==> config.mk <==
export PLATFORM = sky130hd
export DESIGN_NAME = dram_write_arbiter
export DESIGN_NICKNAME = d
export VERILOG_FILES = /design/src/rtl/dram_write_arbiter.sv
export SDC_FILE = /design/constraint.sdc
export NUM_CORES = 1
export LEC_CHECK = 0
export BUFFER_PORTS_ARGS = -buffer_cell sky130_fd_sc_hd__buf_2
export CAP_MARGIN = 25
export CORE_AREA = 2 2 236 238
export DETAILED_ROUTE_END_ITERATION = 10
export DIE_AREA = 0 0 238 240
export GPL_TIMING_DRIVEN = 1
export PLACE_DENSITY = 0.81
export SYNTH_ARGS = -nofsm -noshare
export SYNTH_HDL_FRONTEND = slang
export SYNTH_SLANG_ARGS = --single-unit
==> constraint.sdc <==
create_clock -name clk -period 44.8 [get_ports clk]
set_input_delay 6.72 -clock clk [delete_from_list [all_inputs] [get_ports clk]]
set_output_delay 6.72 -clock clk [all_outputs]
set_load 0.03 [all_outputs]
==> src/rtl/dram_write_arbiter.sv <==
// rtl/dram_write_arbiter.sv - round-robin channel arbiter feeding DRAM write bursts with trigger capture
module dram_write_arbiter #(
    parameter int NUM_CH     = 8,
    parameter int DATA_W     = 256,
    parameter int ADDR_W     = 25,
    parameter int BURST_LEN  = 16,
    parameter int ADDR_BASE  = 0,
    parameter int ADDR_LIMIT = 2**ADDR_W - BURST_LEN
) (
    input  logic                      clk,
    input  logic                      rst_n,
    input  logic                      enable_i,
    input  logic [NUM_CH-1:0]         ch_ready_i,
    output logic [NUM_CH-1:0]         ch_rd_req_o,
    output logic [$clog2(NUM_CH)-1:0] ch_sel_o,
    input  logic [DATA_W-1:0]         ch_rd_data_i,
    input  logic                      trigger_i,
    input  logic [15:0]               post_trig_bursts_i,
    input  logic                      dram_wait_req_i,
    output logic                      dram_write_o,
    output logic                      dram_burst_begin_o,
    output logic [4:0]                dram_burst_count_o,
    output logic [ADDR_W-1:0]         dram_addr_o,
    output logic [DATA_W-1:0]         dram_wdata_o,
    output logic [ADDR_W-1:0]         trig_addr_o,
    output logic                      done_o
);
    localparam int                SEL_W   = $clog2(NUM_CH);
    localparam logic [4:0]        BL      = 5'(BURST_LEN);
    localparam logic [ADDR_W-1:0] A_BASE  = ADDR_W'(ADDR_BASE);
    localparam logic [ADDR_W-1:0] A_LIMIT = ADDR_W'(ADDR_LIMIT);
    localparam logic [ADDR_W-1:0] A_STEP  = ADDR_W'(BURST_LEN);
    localparam logic [SEL_W-1:0]  LAST_CH = SEL_W'(NUM_CH - 1);

    typedef enum logic [1:0] {IDLE, ARB, BURST, STOPPED} state_t;

    state_t              state_q, state_d;
    logic [SEL_W-1:0]    last_grant_q, ch_sel_q;
    logic [SEL_W-1:0]    grant_idx, cand;
    logic                grant_found, grant_take;
    logic [4:0]          req_cnt_q, acc_cnt_q;
    logic                inflight_q;
    logic [DATA_W-1:0]   fifo_mem_q [2];
    logic                fifo_wr_q, fifo_rd_q;
    logic [1:0]          fifo_cnt_q;
    logic [2:0]          slots_used;
    logic                in_burst, dram_write, accept, last_accept, rd_req;
    logic [ADDR_W-1:0]   dram_addr_q, trig_addr_q;
    logic                trig_armed_q, trig_fire, stop_burst, stop_arb;
    logic [15:0]         trig_cnt_q;

    assign in_burst    = (state_q == BURST);
    assign dram_write  = in_burst && (fifo_cnt_q != 2'd0);
    assign accept      = dram_write && !dram_wait_req_i;
    assign last_accept = accept && (acc_cnt_q == BL - 5'd1);
    // A slot emptied by a beat leaving this cycle is free for a new read, giving one beat per cycle.
    assign slots_used  = {1'b0, fifo_cnt_q} + {2'b0, inflight_q} - {2'b0, accept};
    assign rd_req      = in_burst && (req_cnt_q < BL) && (slots_used < 3'd2);

    assign trig_fire  = trigger_i && !trig_armed_q && (state_q != STOPPED);
    assign stop_burst = trig_armed_q && (trig_cnt_q <= 16'd1);
    assign stop_arb   = trig_armed_q && (trig_cnt_q == 16'd0);
    assign grant_take = (state_q == ARB) && (state_d == BURST);

    assign ch_rd_req_o        = rd_req ? (NUM_CH'(1) << ch_sel_q) : '0;
    assign ch_sel_o           = ch_sel_q;
    assign dram_write_o       = dram_write;
    assign dram_burst_begin_o = dram_write && (acc_cnt_q == 5'd0);
    assign dram_burst_count_o = dram_write ? BL : 5'd0;
    assign dram_addr_o        = dram_addr_q;
    assign dram_wdata_o       = fifo_mem_q[fifo_rd_q];
    assign trig_addr_o        = trig_addr_q;
    assign done_o             = (state_q == STOPPED);

    // round-robin search starting just after the last granted channel
    always_comb begin
        grant_found = 1'b0;
        grant_idx   = '0;
        cand        = '0;
        for (int i = 1; i <= NUM_CH; i++) begin
            cand = SEL_W'((int'(last_grant_q) + i) % NUM_CH);
            if (!grant_found && ch_ready_i[cand]) begin
                grant_found = 1'b1;
                grant_idx   = cand;
            end
        end
    end

    // next-state logic
    always_comb begin
        state_d = state_q;
        unique case (state_q)
            IDLE: begin
                if (enable_i) state_d = ARB;
            end
            ARB: begin
                if (stop_arb)         state_d = STOPPED;
                else if (!enable_i)   state_d = IDLE;
                else if (grant_found) state_d = BURST;
            end
            BURST: begin
                if (last_accept) begin
                    if (stop_burst)     state_d = STOPPED;
                    else if (!enable_i) state_d = IDLE;
                    else                state_d = ARB;
                end
            end
            STOPPED: begin
                if (!enable_i) state_d = IDLE;
            end
            default: state_d = IDLE;
        endcase
    end

    // state register
    always_ff @(posedge clk) begin
        if (!rst_n) state_q <= IDLE;
        else        state_q <= state_d;
    end

    // grant capture and per-burst request/accept beat counters
    always_ff @(posedge clk) begin
        if (!rst_n) begin
            last_grant_q <= LAST_CH;
            ch_sel_q     <= '0;
            req_cnt_q    <= '0;
            acc_cnt_q    <= '0;
            inflight_q   <= 1'b0;
        end else begin
            inflight_q <= rd_req;
            if (grant_take) begin
                last_grant_q <= grant_idx;
                ch_sel_q     <= grant_idx;
                req_cnt_q    <= '0;
                acc_cnt_q    <= '0;
            end else begin
                req_cnt_q <= req_cnt_q + {4'b0, rd_req};
                acc_cnt_q <= acc_cnt_q + {4'b0, accept};
            end
        end
    end

    // two-entry beat FIFO: push returning channel data, pop on DRAM acceptance
    always_ff @(posedge clk) begin
        if (!rst_n) begin
            fifo_mem_q[0] <= '0;
            fifo_mem_q[1] <= '0;
            fifo_wr_q     <= 1'b0;
            fifo_rd_q     <= 1'b0;
            fifo_cnt_q    <= '0;
        end else begin
            if (inflight_q) begin
                fifo_mem_q[fifo_wr_q] <= ch_rd_data_i;
                fifo_wr_q             <= ~fifo_wr_q;
            end
            if (accept) fifo_rd_q <= ~fifo_rd_q;
            fifo_cnt_q <= fifo_cnt_q + {1'b0, inflight_q} - {1'b0, accept};
        end
    end

    // circular burst address advances when the last beat leaves
    always_ff @(posedge clk) begin
        if (!rst_n) begin
            dram_addr_q <= A_BASE;
        end else if (last_accept) begin
            dram_addr_q <= (dram_addr_q == A_LIMIT) ? A_BASE : dram_addr_q + A_STEP;
        end
    end

    // trigger capture: the address seen here is the pre-increment one even on the last beat
    always_ff @(posedge clk) begin
        if (!rst_n) begin
            trig_addr_q  <= '0;
            trig_cnt_q   <= '0;
            trig_armed_q <= 1'b0;
        end else if (trig_fire) begin
            trig_addr_q  <= dram_addr_q;
            trig_cnt_q   <= post_trig_bursts_i;
            trig_armed_q <= 1'b1;
        end else if (state_q == STOPPED && !enable_i) begin
            trig_armed_q <= 1'b0;
        end else if (trig_armed_q && last_accept && trig_cnt_q != 16'd0) begin
            trig_cnt_q <= trig_cnt_q - 16'd1;
        end
    end
endmodule

**After elaboration in Yosys (flattened, before gate mapping)**

Memories as Yosys holds them, arrays and structs flattened. A register that Yosys moved wholly into a read port is not among the register bits.
Cells that the tools add are included.

- Memories: 1
- Latch bits: 0
- Bits of input ports: 285
- Bits in registers: 90
- RAM bits: 512
- Memory bits (read-only): 0

- Bitwise operators: 3
- Equality and inequality tests: 8
- Shift-type cells: 1
- Order comparisons: 11
- Multiply operators: 0
- Reductions and logical operators: 41
- Mux-type cells: 58
- Add/subtract/negate cells: 16
- Divide/modulo/power cells: 0

Memories:

| memory | depth | width | rd ports | clocked after Yosys merged registers in | wr ports | line | source |
|---|---|---|---|---|---|---|---|
| fifo_mem_q | 2 | 256 | 1 | 1 | 2 | 43 | `logic [DATA_W-1:0] fifo_mem_q [2];` |

Operators by type and width:

| operator | number |
|---|---|
| 2-to-1 mux 256 bit | 1 |
| OR reduction 256 bit | 1 |
| 2-to-1 mux 16 bit | 3 |
| < comparator 3 x 4 -> 1 bit (second input constant) | 8 |
| 2-to-1 mux 1 bit | 27 |
| adder 25 x 5 -> 25 bit (second input constant) | 1 |
| equality test 25 bit (second input constant) | 1 |
| 2-to-1 mux 25 bit | 1 |
| binary-select mux 1 bit (select 3 bit) | 8 |
| 2-to-1 mux 3 bit | 8 |
| logical AND 1 bit | 21 |
| <= comparator 16 x 1 -> 1 bit (second input constant) | 1 |
| zero test 16 bit | 1 |
| nonzero test 16 bit | 1 |
| subtractor 16 x 1 -> 16 bit (second input constant) | 1 |
| 2-to-1 mux 2 bit | 7 |
| adder 3 bit (second input constant) | 4 |
| adder 5 x 1 -> 5 bit | 2 |
| zero test 1 bit | 10 |
| 2-to-1 mux 8 bit | 1 |
| case mux 2 bit (4 select lines) | 1 |
| << shifter 1 x 3 -> 8 bit (first input constant) | 1 |
| adder 3 x 1 -> 3 bit (second input constant) | 2 |
| adder 3 x 2 -> 3 bit (second input constant) | 2 |
| 17 further kinds | 24 |

**Longest topological paths before layout**

Gate-level depths: netlist (run 1).

- Depth after elaboration: 32
- Mapped depth: 14
- Gate-level depth less buffers: 14

**Worst setup path after synthesis (run 1)**

Ideal clock, no wire load.

- Path kind: register -> register
- Start: register inflight_q
- End: memory fifo_mem_q[0][0], enable pin
- Path slack: 25.327 ns
- Data arrival time: 18.246 ns
- Period minus slack after synthesis: 19.473 ns
- Buffers on the path: 0
- Cell stages (with the launch flop): 3
- Path through: dfxtp_1 -> inv_1 -> o21ai_0

RTL lines:

| item | line | source |
|---|---|---|
| start: declaration | 42 | `logic inflight_q;` |
| start signal: assignment | 130 | `inflight_q <= rd_req;` |
| end: declaration | 43 |  |

**Final worst setup path (run 1)**

- Start: input dram_wait_req_i
- End: output ch_rd_req_o[0]

- Word-level cells in the longest chain between the ends: 6

Ends and longest elaborated chain:

| item | line | source |
|---|---|---|
| start: declaration | 19 | `input logic dram_wait_req_i,` |
| zero test 1 bit | 54 | `assign accept = dram_write && !dram_wait_req_i;` |
| logical AND 1 bit | 54 |  |
| named net accept | 47 | `logic in_burst, dram_write, accept, last_accept, rd_req;` |
| subtractor 3 x 1 -> 3 bit | 57 | `assign slots_used = {1'b0, fifo_cnt_q} + {2'b0, inflight_q} - {2'b0, accept};` |
| < comparator 3 x 2 -> 1 bit | 58 | `assign rd_req = in_burst && (req_cnt_q < BL) && (slots_used < 3'd2);` |
| logical AND 1 bit | 58 |  |
| named net rd_req | 47 |  |
| 2-to-1 mux 8 bit | 65 | `assign ch_rd_req_o = rd_req ? (NUM_CH'(1) << ch_sel_q) : '0;` |
| end: declaration | 14 | `output logic [NUM_CH-1:0] ch_rd_req_o,` |

The timed path passes the listed nets, and every way through them passes these cells.

==> flow_summary.toml, run 1 <==
[timing]
finalSetupViolCount = 0
slew_violations = 0
post-route-min-period_ns = 16.26
grt_setup_unrepaired = "no"
hold_viol_final = 0
skew_ns = 0.01590
max_slew_margin_pct = 11.20
period_share_pct = 36.30
fin_tns_setup_ns = 0
holdWs_ns = 0.4565
max_freq_ghz = 0.06149
tightest_slew_ns = 1.332

[die]
ios = 610
die_x_um = 238
rows = 86
chipHeight_um = 240
initial_utilization_pct = 48.39
core-area_mm2 = 0.05466
dieArea_mm2 = 0.05712

[routing]
drt_iter0_drc = 972
final_antenna_net_count = 0
drc = 0
num_vias = 17280
vias_per_cell = 5.289
drt_first_pass_iters = 7
wire_per_inst_um = 19.62
drt_wl_total_mm = 64.09

[global_route]
grt_max_degree = 257
grt.total_usage_pct = 21.34
grt_overflow = 0
antenna_found_initial = 16
grt_pass1_vias = 17560
grt_pass1_wl_mm = 95.97

[outcome]
status = "finished, final reports clean"

[clock_network]
cts_tree = "built"
clkSinkCount = 595
cts_resized = 0
cts_buffer_depth = 3
numCtsBuffers = 58
h-tree-depth = 2
root_buffer = "clkbuf_16"
clk_pin_slew_ns = 0.06
holdBufCountCts = 0
cts_setup_buffers = 0
clkLatencyLatePin_ns = 0.59

[hold_path]
worst_hold_path_type = "reg2reg"

[synth]
yosysWarningCount = 0
ys_seq_area_share_pct = 64.41
syn_avg_cell_area_um2 = 13.61
synth-edff-count = 512
synth_cell_type_count = 67
synthCells = 1943
ys_async_sr_fraction_pct = 0
post_synth_instance_area_mm2 = 0.02645
synth_flop_cell = "edfxtp_1"
synth_seq_cells = 595

[finish]
nNetsFinal = 2804
final_cell_mix = "597 x buf_2, 524 x and2_1, 512 x edfxtp_1"
drive_gt1_share_pct = 38.52
multi_input_area_mm2 = 0.008895
final_common_cell = "buf_2"
fillers = 4259
syn_to_final_growth_pct = 20.80
finalInstanceArea_mm2 = 0.03195
seqCellArea_mm2 = 0.01704

[setup_path]
cp-endpoint = "ch_rd_req_o[0]"
cp.arrival_ns = 9.54
crit_path_end_kind = "primary output"
r2r-end = "acc_cnt_q[4]"
path_class = "in2out"
r2r-start = "last_grant_q[0]"
rrSetupSlack_ns = 41.08
worst-path-max-fanout = 7
crit_start = "dram_wait_req_i"
r2r_cells = 9
start_kind = "input port"
critPathRequiredTime_ns = 38.08

[pwr]
peakVddDrop_mv = 0.03315
p_per_area_mw_per_mm2 = 39.42
p_leak_nw = 13.16

[place]
place_hpwl_mm = 42.52
gp_congestion = 0.8666
io_buffers = 597
place_area_mm2 = 0.03000

[job]
cap_violations = 0
## sequential cells by signal, summed over array words and instances (netlist names), 2 cells and up, named ones only
| signal | count |
|---|---|
| fifo_mem_q | 512 |
| dram_addr_o | 21 |
| trig_addr_o | 21 |
| trig_cnt_q | 16 |
| acc_cnt_q | 5 |
| req_cnt_q | 5 |
| ch_sel_o | 3 |
| last_grant_q | 3 |
| fifo_cnt_q | 2 |
| state_q | 2 |
## cells by family after synthesis
kind of cell,count (synthesis),share of synthesized area [%]
flops,595,64.41
fa+ha+maj,13,0.6433
xor+xnor,30,1.064
simple gates,753,16.42
buf+inv,141,2.261
compound gates,134,3.188
mux,276,12.00
other cells,1,0.01418
## metal layers
metal  part of all wire [%]  vias to the layer above  track usage [%]
met2                     52                      649            38.05
met4                    3.8                        8            8.561
li1                       -                     8010                -
met1                     38                     8466            25.17
met3                    6.9                      147            4.535
met5                  0.083                        -                0
## worst min path at each step
stage	from	to	slack (ns)	depth (start not counted)
2_1_floorplan	trig_cnt_q[7]	trig_cnt_q[7]	0.44	2
3_3_place_gp	trig_addr_o[20]	trig_addr_o[20]	0.44	2
3_5_place_dp	trig_addr_o[7]	trig_addr_o[7]	0.45	2
4_1_cts	trig_addr_o[7]	trig_addr_o[7]	0.46	2
5_1_grt	trig_addr_o[7]	trig_addr_o[7]	0.47	2
6_report	trig_addr_o[7]	trig_addr_o[7]	0.46	2
## per-stage QoR
stage | utilization, % | worst slack [ns] | power (mW) | instances
2_1_floorplan | - | 25.33 | 0.7540 | 1954
3_3_place_gp | 54.88 | 28.58 | 0.7823 | 3148
3_5_place_dp | 54.88 | 28.52 | 0.7881 | 3148
4_1_cts | 58.29 | 28.51 | 1.265 | 3251
5_1_grt | 58.44 | 28.21 | 1.299 | 3264
6_report | 58.46 | 28.54 | 1.260 | 3267
## synth_stat cells, types with 2 or more instances
| master | n | area (um2) |
|---|---|---|
| nand2b_1 | 7 | 43.79 |
| nand3_1 | 15 | 75.07 |
| xnor2_1 | 8 | 70.07 |
| o221ai_1 | 2 | 17.52 |
| clkbuf_1 | 99 | 371.6 |
| nor2_1 | 78 | 292.8 |
| mux2_2 | 260 | 2928 |
| a21oi_1 | 49 | 245.2 |
| inv_1 | 18 | 67.56 |
| mux2i_1 | 10 | 100.1 |
| buf_4 | 13 | 97.59 |
| nand2_1 | 69 | 259.0 |
| o221a_2 | 5 | 56.30 |
| a21boi_0 | 2 | 15.01 |
| o211ai_1 | 4 | 30.03 |
| o21bai_1 | 4 | 30.03 |
| o22ai_1 | 3 | 18.77 |
| or3_1 | 3 | 18.77 |
| mux4_1 | 3 | 78.83 |
| ha_1 | 12 | 150.1 |
| edfxtp_1 | 512 | 15370 |
| or2_2 | 3 | 18.77 |
| buf_1 | 4 | 15.01 |
| a211oi_1 | 5 | 37.54 |
| a22oi_1 | 5 | 37.54 |
| nand4_1 | 13 | 81.33 |
| mux4_2 | 3 | 67.56 |
| buf_6 | 2 | 22.52 |
| and2_1 | 524 | 3278 |
| xor2_1 | 21 | 183.9 |
| nor3b_1 | 2 | 15.01 |
| a31oi_1 | 11 | 68.82 |
| and3_1 | 2 | 12.51 |
| dfxtp_1 | 83 | 1662 |
| o31ai_1 | 2 | 15.01 |
| o21a_1 | 6 | 45.04 |
| nor4_1 | 6 | 37.54 |
| buf_2 | 4 | 20.02 |
| nor3_1 | 21 | 105.1 |
| o21ai_0 | 23 | 115.1 |
## report_power, final
part	internal, mW	switching (mW)	total (mW)
sequential	0.625	0.00995	0.635
clock	0.277	0.204	0.481
combinational	0.0495	0.0934	0.143
total	0.952	0.308	1.26
## final cells by class
class	instances	share of cell area, %
sequential	595	53.33
multi-input combinational	1218	27.84
clock buffer	74	4.957
tap	704	2.757
antenna	14	0.1096
timing repair buffer	614	9.915
inverter	19	0.2232
clock inverter	29	0.8732
## critical path, cell delays in order
cell	delay (ns)
buf_2	0.11
nor3_2	0.41
ha_1	0.32
inv_1	0.06
ha_1	0.13
inv_1	0.04
fa_1	0.36
xor2_1	0.15
nor4b_1	0.61
nand2b_1	0.23
nor3_1	0.17
buf_2	0.22
(Power assumes the default switching activity.)
==> run 2: changes to the inputs <==
==> config.mk (replaced) <==
export PLATFORM = sky130hd
export DESIGN_NAME = dram_write_arbiter
export DESIGN_NICKNAME = d
export VERILOG_FILES = /design/src/rtl/dram_write_arbiter.sv
export SDC_FILE = /design/constraint.sdc
export NUM_CORES = 1
export LEC_CHECK = 0
export ABC_AREA = 1
export BUFFER_PORTS_ARGS = -buffer_cell sky130_fd_sc_hd__buf_2
export CAP_MARGIN = 25
export CORE_AREA = 2 2 237 239
export DETAILED_ROUTE_END_ITERATION = 10
export DIE_AREA = 0 0 239 241
export GPL_TIMING_DRIVEN = 1
export PLACE_DENSITY = 0.8
export SYNTH_ARGS = -nofsm -noshare
export SYNTH_HDL_FRONTEND = slang
export SYNTH_SLANG_ARGS = --single-unit
==> constraint.sdc (replaced) <==
create_clock -name clk -period 15.62 [get_ports clk]
set_input_delay 2.343 -clock clk [delete_from_list [all_inputs] [get_ports clk]]
set_output_delay 2.343 -clock clk [all_outputs]
set_load 0.03 [all_outputs]
==> run 2 against run 1 <==
Total power grew to 3.0 times the previous value. Register-to-register slack lost 29 ns. Via count increased by 4.8%. First-iteration DRC count up 26%. Clock skew down 0.0035 ns. Combinational power grew to 3.4 times the previous value. Setup slack worse by 20 ns. Worst hold slack got worse by 0.0015 ns. Core utilization is 0.56 points lower. Count of clock-buffer cells in the layout is 7 higher. Routed wire length shrank 2.3%. Critical path type unchanged. Critical endpoint unchanged. Highest routed layer unchanged.
==> flow_summary.toml, run 2 <==
[clock_network]
holdBufCountCts = 0
cts_setup_buffers = 0
clkLatencyLatePin_ns = 0.60
clkSinkCount = 595
root_buffer = "clkbuf_16"
numCtsBuffers = 60
cts_buffer_depth = 3
h-tree-depth = 2
cts_resized = 0
clk_pin_slew_ns = 0.06
cts_tree = "built"

[finish]
largest_reg_flops = 512
multi_input_area_mm2 = 0.007462
final_cell_mix = "597 x buf_2, 589 x nor2_1, 512 x edfxtp_1"
seqCellArea_mm2 = 0.01704
regMostFlops = "fifo_mem_q"
final_common_cell = "buf_2"
drive_gt1_share_pct = 34.25
nNetsFinal = 3163
fillers = 4427
syn_to_final_growth_pct = 21.35

[pwr]
p_per_area_mw_per_mm2 = 118.3
peakVddDrop_mv = 0.09703
clockPowerShare_pct = 38.3
power_frac_seq_pct = 48.8
internal-power_mw = 2.801
switching_share_pct = 25.49
p_switching_mw = 0.9582
p_leak_nw = 14.44
comb_power_share_pct = 12.9

[die]
die_x_um = 239
rows = 86
initial_utilization_pct = 47.71
chipHeight_um = 241
core-area_mm2 = 0.05488
ios = 610
dieArea_mm2 = 0.05760

[synth]
synth_flop_cell = "edfxtp_1"
ys_seq_area_share_pct = 65.07
synth_cell_type_count = 50
synth.most_common_cell = "nor2_1"
syn_avg_cell_area_um2 = 11.40
post_synth_instance_area_mm2 = 0.02618
synth_top_area_share_pct = 58.72
synthCells = 2296
synth.area.top_cells = "edfxtp_1 59%, mux2_2 11%, nor2_1 8.4%, dfxtp_1 6.3%, inv_1 4.7%"
synth_seq_cells = 595
synth_largest_area_cell = "edfxtp_1"
synth_common_cells = "589 x nor2_1, 512 x edfxtp_1, 329 x inv_1"
yosysWarningCount = 0
ys_async_sr_fraction_pct = 0
synth-edff-count = 512

[setup_path]
crit_buf_inv = 7
cp.arrival_ns = 4.73
crit_chain = "buf_2, inv_1, nand2_2, inv_1, ha_1, inv_1, ha_1, inv_1, fa_1, and3_1, inv_1, or2_2, nor3_1, buf_2"
cpMostUsedCell = "inv_1"
crit_start = "dram_wait_req_i"
cp.depth = 14
r2r-end = "fifo_mem_q[1][121]"
critPathRequiredTime_ns = 13.28
critPathTopFamily = "adder cells"
r2r-start = "inflight_q"
path_class = "in2out"
crit_path_end_kind = "primary output"
worst-path-max-fanout = 5
cpMaxStageDelayCell = "fa_1"
rrSetupSlack_ns = 12.16
cp-endpoint = "ch_rd_req_o[0]"
r2r_cells = 3
slowest_delay_ns = 0.50
start_kind = "input port"

[timing]
holdWs_ns = 0.4550
skew_ns = 0.01235
post-route-min-period_ns = 7.069
slew_violations = 0
max_freq_ghz = 0.1415
finalSetupViolCount = 0
fin_tns_setup_ns = 0
hold_viol_final = 0
max_slew_margin_pct = 27.59
tightest_slew_ns = 1.086
grt_setup_unrepaired = "no"
fin_ws_ns = 8.551
period_share_pct = 45.25

[global_route]
grt_pass1_wl_mm = 92.99
antenna_found_initial = 18
grt_pass1_vias = 17800
grt_max_degree = 169
grt.total_usage_pct = 20.69
grt_overflow = 0

[job]
cap_violations = 0

[place]
io_buffers = 597
place_hpwl_mm = 41.59
gp_congestion = 0.8725
dp_slack_ns = 8.571

[routing]
drc = 0
wire_per_inst_um = 17.23
drt_first_pass_iters = 5
drt_wl_total_mm = 62.63
vias_per_cell = 4.984
final_antenna_net_count = 0
num_vias = 18120
drt_iter0_drc = 1222

[hold_path]
worst_hold_path_type = "reg2reg"
hold-path-cell-count = 1

[outcome]
status = "finished, final reports clean"
run 2: changes by cell type in the layout (fill, tap and decap cells not counted), moves of 11 or more:
cell	change
nor2_2	+11
and2_1	-524
xor2_1	-12
o21ai_0	+24
nand2_1	+58
inv_1	+311
nor2_1	+512
nand3_1	+39
run 2: layout make-up:
| type | instances | area share [%] |
|---|---|---|
| antenna | 17 | 0.1339 |
| clock buffer | 81 | 5.005 |
| clock inverter | 30 | 1.174 |
| inverter | 333 | 3.934 |
| multi-input combinational | 1262 | 23.49 |
| sequential | 595 | 53.63 |
| tap | 704 | 2.772 |
| timing repair buffer | 613 | 9.861 |
run 2: logic make-up after synthesis:
| group | synth area share [%] |
|---|---|
| AOI/OAI and AO/OA | 2.475 |
| xor gates and xnor gates | 0.4349 |
| adders and majority gates | 0.6499 |
| buffers and inverters | 6.695 |
| DFF | 65.07 |
| muxes | 11.05 |
| other | 0.01432 |
| and+or+nand+nor | 13.61 |
run 2: metal layers:
metal | vias to the layer above | share of wire, % | global-route usage (%)
li1 | 8732 | - | -
met1 | 8601 | 38 | 23.73
met2 | 623 | 51 | 36.44
met3 | 155 | 7.6 | 5.387
met4 | 6 | 3.7 | 9.280
met5 | - | 0.065 | 0
run 2: how the worst min path moves through the flow:
stage,from,endpoint,slack [ns]
after floorplan,fifo_rd_q,flip-flop,0.43
after global placement,fifo_rd_q,flip-flop,0.43
after detailed placement,fifo_rd_q,flip-flop,0.44
after CTS,fifo_rd_q,flip-flop,0.46
after global routing,fifo_rd_q,flip-flop,0.49
final,fifo_rd_q,flip-flop,0.45
run 2: through the flow:
stage	utilization [%]	area, um2	power [mW]	cells
floorplan	-	26220	2.219	2307
global placement	54.24	29770	2.339	3507
detailed placement	54.24	29770	2.349	3507
CTS	57.82	31730	3.783	3618
global route	57.88	31760	3.901	3631
finish	57.90	31770	3.759	3635
run 2: power by group through the flow:
| stage | clock network (mW) | registers (mW) | logic, mW |
|---|---|---|---|
| global route | 1.53 | 1.84 | 0.530 |
| finish | 1.44 | 1.83 | 0.484 |
| CTS | 1.46 | 1.83 | 0.485 |
| floorplan | 0 | 1.88 | 0.334 |
| global placement | 0 | 1.86 | 0.476 |
| detailed placement | 0 | 1.87 | 0.482 |
